## config.mk

```make
export PLATFORM = sky130hd
export DESIGN_NAME = inst_fetch
export DESIGN_NICKNAME = d
export VERILOG_FILES = /design/src/rtl/inst_fetch.sv
export SDC_FILE = /design/constraint.sdc
export NUM_CORES = 1
export LEC_CHECK = 0
export BUFFER_PORTS_ARGS = -buffer_cell sky130_fd_sc_hd__buf_2
export CORE_ASPECT_RATIO = 0.9
export CORE_UTILIZATION = 40
export CTS_CLUSTER_SIZE = 24
export DETAILED_ROUTE_END_ITERATION = 16
export PLACE_DENSITY = 0.65
export REMOVE_ABC_BUFFERS = 1
export SYNTH_ARGS = -nofsm -noshare
export SYNTH_HDL_FRONTEND = slang
export SYNTH_SLANG_ARGS = --single-unit
```

## constraint.sdc

```tcl
create_clock -name Clk -period 12.86 [get_ports Clk]
set_input_delay 2.572 -clock Clk [delete_from_list [all_inputs] [get_ports Clk]]
set_output_delay 2.572 -clock Clk [all_outputs]
set_load 0.01 [all_outputs]
```

## src/rtl/inst_fetch.sv

```systemverilog
// Instruction-fetch stage: keeps the fetch PC, issues word reads to
// instruction memory over a req/ack handshake and buffers returned words
// in a small in-order queue whose head is presented to decode.
module inst_fetch #(
    parameter logic [31:0] RESET_PC = 32'h0000_0000,
    parameter int          QDEPTH   = 2
) (
    input  logic        Clk,
    input  logic        Rst,
    input  logic        Stall,
    input  logic        Redirect,
    input  logic [31:0] RedirectPC,
    output logic        IMemReq,
    output logic [31:0] IMemAddr,
    input  logic        IMemAck,
    input  logic [31:0] IMemData,
    output logic        Valid,
    output logic [31:0] Instruction,
    output logic [31:0] PCValP4
);

    localparam int AW = $clog2(QDEPTH);
    localparam int CW = AW + 1;
    localparam logic [CW-1:0] QDEPTH_C = CW'(QDEPTH);

    typedef enum logic [1:0] {
        IDLE  = 2'd0,
        REQ   = 2'd1,
        DRAIN = 2'd2
    } state_t;

    state_t        state;
    state_t        state_next;
    logic [31:0]   fetch_pc;
    logic [31:0]   fetch_pc_next;
    logic [31:0]   addr_next;

    logic [31:0]   q_word [QDEPTH];
    logic [31:0]   q_pcp4 [QDEPTH];
    logic [AW-1:0] rd_ptr;
    logic [AW-1:0] wr_ptr;
    logic [CW-1:0] count;
    logic [CW-1:0] count_after;

    logic          deq;
    logic          enq;

    // Queue head is visible combinationally; empty queue reads as zero.
    assign Valid       = (count != '0);
    assign Instruction = Valid ? q_word[rd_ptr] : '0;
    assign PCValP4     = Valid ? q_pcp4[rd_ptr] : '0;

    // A redirect both blocks dequeue and suppresses capture of returning data.
    assign deq         = Valid & ~Stall & ~Redirect;
    assign enq         = (state == REQ) & IMemAck & ~Redirect;
    assign count_after = count + CW'(enq) - CW'(deq);

    // Next-state, next fetch PC and next request address.
    always_comb begin
        state_next    = state;
        fetch_pc_next = fetch_pc;
        addr_next     = IMemAddr;
        case (state)
            IDLE: begin
                if (!Redirect && (count < QDEPTH_C)) begin
                    state_next = REQ;
                    addr_next  = fetch_pc;
                end
            end
            REQ: begin
                if (Redirect) begin
                    // Unacked request must still complete before the target goes out.
                    state_next = IMemAck ? IDLE : DRAIN;
                end else if (IMemAck) begin
                    fetch_pc_next = fetch_pc + 32'd4;
                    if (count_after < QDEPTH_C) begin
                        addr_next = fetch_pc + 32'd4;
                    end else begin
                        state_next = IDLE;
                    end
                end
            end
            DRAIN: begin
                if (IMemAck) begin
                    state_next = IDLE;
                end
            end
            default: state_next = IDLE;
        endcase
        if (Redirect) begin
            fetch_pc_next = {RedirectPC[31:2], 2'b00};
        end
    end

    // Control state: FSM, fetch PC, registered request and queue bookkeeping.
    always_ff @(posedge Clk) begin
        if (Rst) begin
            state    <= IDLE;
            fetch_pc <= RESET_PC;
            IMemReq  <= 1'b0;
            IMemAddr <= '0;
            count    <= '0;
            rd_ptr   <= '0;
            wr_ptr   <= '0;
        end else begin
            state    <= state_next;
            fetch_pc <= fetch_pc_next;
            IMemReq  <= (state_next != IDLE);
            IMemAddr <= addr_next;
            if (Redirect) begin
                count  <= '0;
                rd_ptr <= '0;
                wr_ptr <= '0;
            end else begin
                count <= count_after;
                if (enq) wr_ptr <= wr_ptr + AW'(1);
                if (deq) rd_ptr <= rd_ptr + AW'(1);
            end
        end
    end

    // Queue storage; the acked request address is the word's fetch address.
    always_ff @(posedge Clk) begin
        if (enq) begin
            q_word[wr_ptr] <= IMemData;
            q_pcp4[wr_ptr] <= IMemAddr + 32'd4;
        end
    end

endmodule

```

# After elaboration in Yosys (flattened, before gate mapping)

Memories as Yosys holds them, arrays and structs flattened. A register that Yosys moved wholly into a read port is not among the register bits.
Index checks and enable logic that the tools add are counted.

Flip-flop bits (word level): 71
Bits in writable memories: 128
Input port bits: 69
Output and inout bits: 98
Memories kept: 2

Add/sub/neg operators: 6
Order comparisons: 2
Eq/ne operators: 6
Multiplexer cells: 23
Bitwise logic cells: 6
Reductions and logical operators: 12

Memory list:

| name   | words | width | rd ports | clocked after Yosys merged registers in | write ports | line | RTL |
|---|---|---|---|---|---|---|---|
| q_pcp4 | 2     | 32    | 1        | 1                                       | 1           | 39   | `logic [31:0] q_pcp4 [QDEPTH];` |
| q_word | 2     | 32    | 1        | 1                                       | 1           | 38   | `logic [31:0] q_word [QDEPTH];` |

Operators by type and width:

| cell                  | number |
|---|---|
| $mux 32               | 9 |
| $add 32x3->32 const B | 2 |
| $pmux 32 s2           | 1 |
| $mux 2                | 6 |
| $reduce_bool 2->1     | 5 |
| $mux 1                | 6 |
| $ne 2x2->1 const B    | 3 |
| $pmux 2 s3            | 1 |
| $reduce_and 5->1      | 1 |
| $and 1x1->1           | 4 |
| $lt 2x2->1 const B    | 2 |
| $reduce_and 2->1      | 2 |
| $add 1x1->1 const B   | 2 |
| $add 2x1->2           | 1 |
| $eq 2x1->1 const B    | 1 |
| $eq 2x2->1 const B    | 1 |
| $logic_not 2->1       | 1 |
| $ne 2x1->1 const B    | 1 |
| $not 1->1             | 2 |
| $reduce_or 2->1       | 1 |
| $sub 2x1->2           | 1 |
| $logic_and 1x1->1     | 1 |
| $logic_not 1->1       | 1 |

# Longest topological paths before layout

Word-level depth: 11
Mapped depth: 14

# Least setup slack after synthesis

No wires, ideal clock.

Path type: input -> register
Start point: in Redirect
End point: mem q_pcp4[0][10], enable pin
Setup time: 0.482 ns
Arrival: 5.867 ns
Setup slack: 6.511 ns
Stages on the path: 4
Path through: clkbuf_1 > nor3_1 > inv_1 > nor2_1

Cells in the longest elaborated chain, start to end: 4

RTL lines:

| item                         | line | RTL |
|---|---|---|
| start, declared              | 11   | `input logic Redirect,` |
| $not 1->1                    | 55   | `assign enq = (state == REQ) & IMemAck & ~Redirect;` |
| $and 1x1->1                  | 55   |  |
| $mux 1                       | 124  | `if (enq) begin` |
| $mux 1 (not written as such) | 126  | `q_pcp4[wr_ptr] <= IMemAddr + 32'd4;` |
| end, declared                | 39   |  |

Every way passes these cells.

# Worst setup path after layout

Start point: in Redirect
End point: reg IMemAddr[21]

Cells in the longest elaborated chain, start to end: 7
Elaborated cells between the ends (all ways): 12
Those cells by class: add/sub: 2; order compare: 1; eq/ne: 3; bitwise: 3; reduce/logical: 3

RTL lines:

| item                                | line   | RTL |
|---|---|---|
| $not 1->1                           | 54, 55 |  |
| $and 1x1->1                         | 55     |  |
| $add 2x1->2                         | 56     | `assign count_after = count + CW'(enq) - CW'(deq);` |
| $sub 2x1->2                         | 56     |  |
| $lt 2x2->1                          | 76     | `if (count_after < QDEPTH_C) begin` |
| $ne 2x1->1 (no source line)         | n/a    |  |
| $reduce_and 5->1 (no source line) * | n/a    |  |
| end signal, assigned                | 109    | `IMemAddr <= addr_next;` |
| end, declared                       | 14     | `output logic [31:0] IMemAddr,` |

Every way passes the cells marked *; elsewhere a longest branch is shown, timed or not.
A chain may end at the register's enable or synchronous reset.

==> metrics.cfg <==
[run_status]
status=finished clean

[synthesis]
synth_ff_type=edfxtp_1
synth_seq_cells=192
yosys_warnings=0
synth_area_per_cell_um2=11.15
ys_seq_area_share_pct=57.49
yosysUniqueCellTypes=52
synth_area_mm2=0.008845
synth-edff-count=124
netlist_instances=793
async_flop_share_pct=0

[critical_path]
path_class=input port to flop
start_kind=input port
r2r_cells=12
crit_arrival_ps=5730
cp.required_ps=13190
path_max_fanout=58
r2r-start=state[0]
r2r_slack_ps=9230
end_kind=flop
r2r-end=IMemAddr[21]

[final_layout]
layout_commonest_cell=buf_2
num_antenna_cells=0
final_cell_mix=buf_2, nor2_1, edfxtp_1
drive_gt1_share_pct=23.27
syn2layout_area_growth_pct=18.16
utilization_pct=48.31
layout.nets=997

[floorplanning]
start_util_pct=40.89
core_mm2=0.02163
die_w_um=158.7
ios=167
rows=51
die_h_um=143.1
dieArea_mm2=0.02271

[cts]
cts_setup_buffers=0
numClockSinks=192
clk_pin_slew_ps=60
cts_buffers=17
cts_tree=built
h-tree-depth=4
ctsResizeCount=0
root_buffer=clkbuf_16
insertion_delay_ps=420
postCtsHoldBufs=0
clock_path_buffers=2

[pwr]
powerDensity_mw_per_mm2=126.9
net-switching-power_w=0.0003123
p_total_w=0.001326
intPower_w=0.001014
leakage_nw=3.753
swShare_pct=23.55
comb_power_share_pct=7.5
ir_drop_mv=0.07639
clkPwrFrac_pct=39.1
seq_power_share_pct=53.4

[timing]
max_clock_freq_ghz=0.1849
finClkSkew_ps=10.22
slew_headroom_pct=23.44
fin_crit_sh_pct=42.05
setup_tns_ps=0
finalSetupViolCount=0
period_needed_ps=5407
tightest_slew_ps=1139
final_max_slew_viol_count=0
hold_viol=0
rsz0062_at_grt=no

[global_route]
grt_pass1_wl_mm=30.08
grt_overflow=0
grtUsageTotal_pct=16.80
antenna_found_initial=0
grt_pass1_vias=5756
grt_max_degree=69

[route]
ant_nets=0
viasPerCell=4.954
totalWireLength_mm=18.66
wl_per_cell_um=15.20
vias=6083
drt-initial-drc-count=320
drt-pass1-iter-count=4
drc=0

[hold_path]
hold_depth=2
hold_class=flop to flop
hp-start=IMemAddr[19]
min_to=IMemAddr[19]

[run]
max_cap_violations=0

[place]
place.gp.congestion=0.8521
io_buffers=160
place_hpwl_mm=12.42

synthesized netlist by cell type, types with 3 or more instances:
cell type  instances  area [um2]
nor2_1           138       518.0
edfxtp_1         124        3724
dfxtp_1           68        1361
mux2i_1           64       640.6
xnor2_1           46       402.9
nand2_1           43       161.4
a211oi_1          40       300.3
clkbuf_1          39       146.4
xor2_1            39       341.6
nand3_1           31       155.2
nand4_1           23       143.9
nor3_1            16       80.08
a21oi_1           13       65.06
nor4_1            10       62.56
and3_1             9       56.30
inv_1              9       33.78
buf_2              8       40.04
and4_1             6       52.55
buf_1              6       22.52
buf_4              5       37.54
or3_1              5       31.28
a311oi_1           4       35.03
ha_1               4       50.05
nor4_2             4       50.05
o22ai_1            4       25.02
a211oi_2           3       37.54
nand2b_1           3       18.77
layout make-up:
type / count / area, um2
Clock buffer: 19 / 442.9
Clock inverter: 13 / 141.4
Fill cell: 2004 / 11180
Inverter: 10 / 37.54
Multi-Input combinational cell: 535 / 3516
Sequential cell: 192 / 5089
Tap cell: 291 / 364.1
Timing Repair Buffer: 168 / 860.8
through the flow:
stage          cells  area, um2  setup WS, ps  hold slack, ps
6_report        1228      10450          7453           535.3
5_1_grt         1228      10450          7140           553.4
3_3_place_gp    1196       9867          7017           523.1
3_5_place_dp    1196       9867          6977           525.7
2_1_floorplan    737       8605          6429           504.1
4_1_cts         1228      10450          7384           539.6
cells by family (layout without fill, tap and decap cells):
logic type / count (synthesis) / after routing / share of synthesized area, %
AO/OA/AOI/OAI: 74 / 74 / 6.055
XOR/XNOR: 86 / 86 / 8.672
adder cells (fa/ha/maj): 4 / 4 / 0.5659
buffers and inverters: 69 / 210 / 3.268
flip-flops: 192 / 192 / 57.49
multiplexers: 65 / 65 / 7.370
other: 1 / 4 / 0.04240
AND/OR/NAND/NOR: 302 / 302 / 16.54
sequential cells by signal, summed over array words and instances, names as in the netlist, named ones only:
register	count
IMemAddr	30
state	2
IMemReq	1
wr_ptr	1
q_word	64
q_pcp4	60
count	2
fetch_pc	30
rd_ptr	1
worst max-delay path by stage:
stage                         from  depth (start not counted)           end  slack, ps
after floorplan            IMemAck                          9  IMemAddr[23]       6430
after global placement    Redirect                         12  IMemAddr[23]       7020
after detailed placement  Redirect                         12  IMemAddr[23]       6980
after CTS                 Redirect                         12  IMemAddr[21]       7380
after global routing      Redirect                         12  IMemAddr[23]       7140
final                     Redirect                         12  IMemAddr[21]       7450
critical path, cell delays in order:
cell and delay, ps:
buf_2 280, nor3_1 630, inv_1 190, ha_1 310, inv_1 50, ha_1 180
xor2_1 390, nand3_1 190, o221ai_4 90, buf_4 470, nor2_1 100, a211oi_1 240
routing by layer:
layer	vias up	GRT usage [%]	wire length (um)
li1	3113	-	-
met2	148	27.47	8785
met1	2804	22.37	8687
met4	0	5.825	314
met3	18	3.137	876
met5	-	0	0
power groups by stage:
stage               clock (W)  sequential [W]  combinational (W)
global route         0.000557        0.000711           0.000111
global placement            0        0.000721          0.0000983
detailed placement          0        0.000721           0.000100
finish               0.000519        0.000708          0.0000997
floorplan                   0        0.000719          0.0000545
CTS                  0.000531        0.000707           0.000101
No activity file was read; power rests on OpenSTA's default activity.
